--- config.mk ---
export PLATFORM = sky130hd
export DESIGN_NAME = div_iter_2n_by_n
export DESIGN_NICKNAME = d
export VERILOG_FILES = /design/src/rtl/div_iter_2n_by_n_pkg.sv /design/src/rtl/div_iter_2n_by_n_div_step.sv /design/src/rtl/div_iter_2n_by_n.sv
export SDC_FILE = /design/constraint.sdc
export NUM_CORES = 1
export LEC_CHECK = 0
export ABC_AREA = 1
export CORE_UTILIZATION = 50
export CTS_CLUSTER_DIAMETER = 30
export DETAILED_ROUTE_END_ITERATION = 8
export HOLD_SLACK_MARGIN = 0.12
export PLACE_DENSITY = 0.85
export SLEW_MARGIN = 20
export SYNTH_ARGS = -nofsm -noshare
export SYNTH_HDL_FRONTEND = slang
export SYNTH_SLANG_ARGS = --single-unit
--- constraint.sdc ---
create_clock -name clk -period 3 [get_ports clk]
set_input_delay 0.6 -clock clk [delete_from_list [all_inputs] [get_ports clk]]
set_output_delay 0.6 -clock clk [all_outputs]
set_load 0.1 [all_outputs]
--- src/rtl/div_iter_2n_by_n_pkg.sv ---
// Shared types and constants for the iterative 2N-by-N restoring divider.
package div_iter_2n_by_n_pkg;

    localparam int DIV_WIDTH = 32;

    typedef enum logic [1:0] {
        IDLE = 2'd0,
        RUN  = 2'd1,
        DONE = 2'd2
    } div_state_t;

    // One extra bit so the counter can hold N itself without wrapping.
    function automatic int cnt_width(input int n);
        return $clog2(n) + 1;
    endfunction

    localparam int DIV_CNT_W = cnt_width(DIV_WIDTH);

endpackage

--- src/rtl/div_iter_2n_by_n_div_step.sv ---
// One radix-2 restoring step: shift {R,Q} left, try subtracting the divisor, keep or restore.
module div_iter_2n_by_n_div_step
    import div_iter_2n_by_n_pkg::*;
#(
    parameter int N = DIV_WIDTH
) (
    input  logic [N:0]   r,
    input  logic [N-1:0] q,
    input  logic [N-1:0] divisor,
    output logic [N:0]   r_next,
    output logic [N-1:0] q_next
);

    logic [N+1:0] shifted_s;
    logic [N+1:0] trial_s;
    logic         negative_s;

    // Trial subtraction is one bit wider than R so its sign bit flags a borrow.
    always_comb begin
        shifted_s  = {r, q[N-1]};
        trial_s    = shifted_s - {2'b00, divisor};
        negative_s = trial_s[N+1];
        r_next     = {(N+1){1'b0}};
        q_next     = {q[N-2:0], 1'b0};
        if (negative_s) begin
            r_next    = shifted_s[N:0];
            q_next[0] = 1'b0;
        end else begin
            r_next    = trial_s[N:0];
            q_next[0] = 1'b1;
        end
    end

endmodule

--- src/rtl/div_iter_2n_by_n.sv ---
// Iterative unsigned 2N-by-N restoring divider, one quotient bit per clock, valid/ready on both sides.
module div_iter_2n_by_n
    import div_iter_2n_by_n_pkg::*;
#(
    parameter int N = DIV_WIDTH
) (
    input  logic           clk,
    input  logic           reset,
    input  logic           in_valid,
    output logic           in_ready,
    input  logic [2*N-1:0] dividend,
    input  logic [N-1:0]   divisor,
    output logic           out_valid,
    input  logic           out_ready,
    output logic [N-1:0]   quotient,
    output logic [N-1:0]   remainder,
    output logic           div_by_zero,
    output logic           overflow
);

    localparam int CW = cnt_width(N);

    div_state_t    state_r;
    logic [CW-1:0] cnt_r;
    logic [N:0]    rem_r;
    logic [N-1:0]  quo_r;
    logic [N-1:0]  dvs_r;
    logic [N:0]    rem_step_s;
    logic [N-1:0]  quo_step_s;

    div_iter_2n_by_n_div_step #(
        .N (N)
    ) u_div_step (
        .r       (rem_r),
        .q       (quo_r),
        .divisor (dvs_r),
        .r_next  (rem_step_s),
        .q_next  (quo_step_s)
    );

    // Control FSM and datapath registers; all outputs are registered here.
    always_ff @(posedge clk) begin
        if (reset) begin
            state_r     <= IDLE;
            cnt_r       <= {CW{1'b0}};
            rem_r       <= {(N+1){1'b0}};
            quo_r       <= {N{1'b0}};
            dvs_r       <= {N{1'b0}};
            in_ready    <= 1'b1;
            out_valid   <= 1'b0;
            quotient    <= {N{1'b0}};
            remainder   <= {N{1'b0}};
            div_by_zero <= 1'b0;
            overflow    <= 1'b0;
        end else begin
            case (state_r)
                IDLE: begin
                    if (in_valid) begin
                        in_ready <= 1'b0;
                        dvs_r    <= divisor;
                        if (divisor == {N{1'b0}}) begin
                            state_r     <= DONE;
                            out_valid   <= 1'b1;
                            div_by_zero <= 1'b1;
                            overflow    <= 1'b0;
                            quotient    <= {N{1'b1}};
                            remainder   <= dividend[N-1:0];
                        end else if (dividend[2*N-1:N] >= divisor) begin
                            // Upper half already >= divisor: quotient cannot fit in N bits.
                            state_r     <= DONE;
                            out_valid   <= 1'b1;
                            div_by_zero <= 1'b0;
                            overflow    <= 1'b1;
                            quotient    <= {N{1'b1}};
                            remainder   <= {N{1'b0}};
                        end else begin
                            state_r <= RUN;
                            rem_r   <= {1'b0, dividend[2*N-1:N]};
                            quo_r   <= dividend[N-1:0];
                            cnt_r   <= {CW{1'b0}};
                        end
                    end
                end
                RUN: begin
                    rem_r <= rem_step_s;
                    quo_r <= quo_step_s;
                    cnt_r <= cnt_r + CW'(1);
                    if (cnt_r == CW'(N - 1)) begin
                        state_r     <= DONE;
                        out_valid   <= 1'b1;
                        div_by_zero <= 1'b0;
                        overflow    <= 1'b0;
                        quotient    <= quo_step_s;
                        remainder   <= rem_step_s[N-1:0];
                    end
                end
                DONE: begin
                    if (out_ready) begin
                        state_r   <= IDLE;
                        out_valid <= 1'b0;
                        in_ready  <= 1'b1;
                    end
                end
                default: begin
                    state_r   <= IDLE;
                    in_ready  <= 1'b1;
                    out_valid <= 1'b0;
                end
            endcase
        end
    end

endmodule

==> impl_metrics.yaml <==
status:
  status: "finished clean"
synth:
  synth-edff-count: 0
  synthCells: 1855
  synthFlopType: "dfxtp_1"
  avgSynthCellArea_sq_um: 6.195
  ys_seq_area_frac: 0.3014
  netlist_area_sq_um: 11490
  async_reset_ff_frac: 0
  ys_ff_latch: 173
  synth.net_count: 2021
  netlist-cell-type-count: 40
  yosys_warnings: 0
cells_and_area:
  fin_area_sq_um: 14530
  fillCellCount: 1937
  antenna_cells: 0
  nNetsFinal: 2225
  area_delta_synth_final_pct: 26.46
  layout_commonest_cell: "nand2_1"
  final_cell_mix: "nand2_1 (510), nor2_1 (248), inv_1 (221), a21oi_1 (184), dfxtp_1 (173)"
  drive_above_1_share: 0.1327
sta:
  setup_viol: 0
  tightest_slew_ns: 0.8178
  period_share: 0.9684
  finClkSkew_ns: 0.01372
  fmax_mhz: 344.2
  slew_viol_final: 0
  hold_violations: 0
  rsz0062_at_grt: "true"
  relSlewSlack: 0.4548
  holdWs_ns: 0.4637
  period_minus_slack_ns: 2.905
worst_setup_path:
  cp_slowest_stage_delay_ns: 0.52
  critical_path_class: "in2reg"
  end_kind: "register"
  critPathSlowestCell: "clkdlybuf4s50_1"
  crit_required_ns: 3.29
  cp_cell_sequence: "clkdlybuf4s50_1 > inv_1 > ha_1 > nand2_1 > nor2_1 > nand4_1 > nor2_4 > nand4_1 > nand4_2 > nand2_2 > buf_6 > nand2_1 > nand2_1 > nor2_1 > nor2_1"
  crit_arrival_ns: 3.19
  cp-start-kind: "primary input"
  worstPathMaxFanout: 30
clocking:
  clk_pin_slew_ns: 0.08
  htree_levels: 4
  cts_buffers: 17
  cts.path.max_buffers: 2
  cts_root_buf: "clkbuf_16"
  insertion_delay_ns: 0.45
  cts_tree: "yes"
  ctsHoldBuffers: 0
  cts_sinks: 173
placement:
  io_buffers: 167
  dp_hpwl_microns: 28780
  placed_area_sq_um: 13810
  gp_congestion: 0.9826
drt:
  drt_iter0_markers: 1136
  dr.pass1.iters: 7
  wl_per_cell_microns: 16.26
  ant_nets: 0
  vias: 12960
  drc: 0
  vias_per_cell: 5.497
  routed_wl_microns: 38330
floorplanning:
  die_w_microns: 153.6
  die_y_microns: 153.6
  core_area_sq_um: 22570
  initial_core_util: 0.5091
  die_area_sq_um: 23590
  io_pins: 168
  num_rows: 55
grt:
  grt_pass1_wl_microns: 60980
  antenna_found_initial: 0
  track_usage: 0.3218
  grt_pass1_vias: 12090
  grt_max_degree: 75
  overflow: 0
min_path:
  min_path_type: "reg2reg"
power_and_ir_drop:
  p_leak_nw: 7.319
  ir_drop_mv: 0.5858
  power_density_nw_per_um2: 789.5
  p_total_w: 0.01147
job:
  cap_violations: 0
## path summary, 6_finish.rpt
kind	startpoint	endpoint	slack (ns)	cells past startpoint
max reg2reg	rem_r[5]	remainder[9]	0.23	19
min reg2reg	dvs_r[18]	dvs_r[18]	0.46	2
max	divisor[20]	remainder[2]	0.09	15
min	dvs_r[18]	dvs_r[18]	0.46	2
## power breakdown
part           leakage (nW)  switching, W  internal, W  total [W]
logic                  5.58       0.00421      0.00190    0.00611
registers              1.42      0.000258      0.00264    0.00289
clock network         0.313       0.00110      0.00136    0.00247
## stage by stage
step	std cells	setup WS, ns	util	setup TNS [ns]
finish	2357	0.09476	0.6438	0
global route	2357	-0.03033	0.6438	-0.2634
CTS	2356	0.03243	0.6420	0
detailed placement	2324	-0.5874	0.6120	-70.46
global placement	2324	-0.4302	0.6120	-52.58
floorplan	1855	0.6378	-	0
## critical path: cells and delay by family
kind          cells  cell delay (ns)
fa+ha+maj         1             0.27
buf+inv           3             0.81
simple gates     11             1.51
## per-layer routing
layer  track usage  wire length (microns)  part of all wire
met2        0.5212                  17440              0.45
met1        0.4193                  15850              0.41
met5             0                      0                 0
met4        0.1395                   1422             0.037
met3       0.05722                   3618             0.094
## synthesized netlist by cell type (2+ instances only)
cell | instances | area share
nand2_1 | 512 | 0.17
nand3_1 | 120 | 0.052
nor2_1 | 254 | 0.083
xor2_1 | 14 | 0.011
nand2_4 | 4 | 0.0039
buf_1 | 3 | 0.00098
and2_1 | 9 | 0.0049
buf_6 | 4 | 0.0039
ha_1 | 65 | 0.071
nand3_2 | 22 | 0.019
nand4_1 | 43 | 0.023
inv_1 | 222 | 0.073
clkbuf_1 | 44 | 0.014
nor2_2 | 5 | 0.0027
o21bai_1 | 2 | 0.0013
inv_2 | 9 | 0.0029
nand2_2 | 10 | 0.0054
clkinv_1 | 2 | 0.00065
and3_1 | 2 | 0.0011
buf_2 | 26 | 0.011
buf_4 | 8 | 0.0052
dfxtp_1 | 173 | 0.30
o21ai_1 | 31 | 0.014
o21ai_0 | 56 | 0.024
a21oi_1 | 185 | 0.081
or2_2 | 2 | 0.0011
nor3_1 | 10 | 0.0044
o21a_1 | 2 | 0.0013
o211ai_1 | 4 | 0.0026
buf_12 | 2 | 0.0035
## cell families (layout without fill, tap and decap cells)
family / Yosys count / in the layout / synth area share
AND/OR/NAND/NOR: 998 / 998 / 0.3736
buffers and inverters: 320 / 537 / 0.1154
AO/OA/AOI/OAI: 283 / 283 / 0.1257
flip-flops: 173 / 173 / 0.3014
adder cells (fa/ha/maj): 66 / 66 / 0.07252
XOR/XNOR: 15 / 15 / 0.01143
## state kept, by name, indices dropped and copies added (netlist names)
| name | cells |
|---|---|
| cnt_r | 6 |
| in_ready | 1 |
| dvs_r | 32 |
| rem_r | 33 |
| remainder | 32 |
| out_valid | 1 |
| quo_r | 32 |
| overflow | 1 |
| state_r | 2 |
| div_by_zero | 1 |
| quotient | 32 |
## what timing repair did
item | in CTS | in global routing
setup buffers | 0 | 1
setup endpoints to repair | 134 | 134
pin swaps | 1 | 2
resized for setup | 9 | 7
gates cloned | 0 | 0
## cell type report
class / instances / area, sq um / area share
clock inverters: 15 / 221.5 / 0.01524
repair buffers: 272 / 2431 / 0.1673
multi-input cells: 1362 / 6759 / 0.4651
flip-flops and latches: 173 / 3463 / 0.2383
inverters: 233 / 874.6 / 0.06019
clock buffers: 17 / 425.4 / 0.02928
well taps: 285 / 356.6 / 0.02454
(Power assumes the default switching activity.)
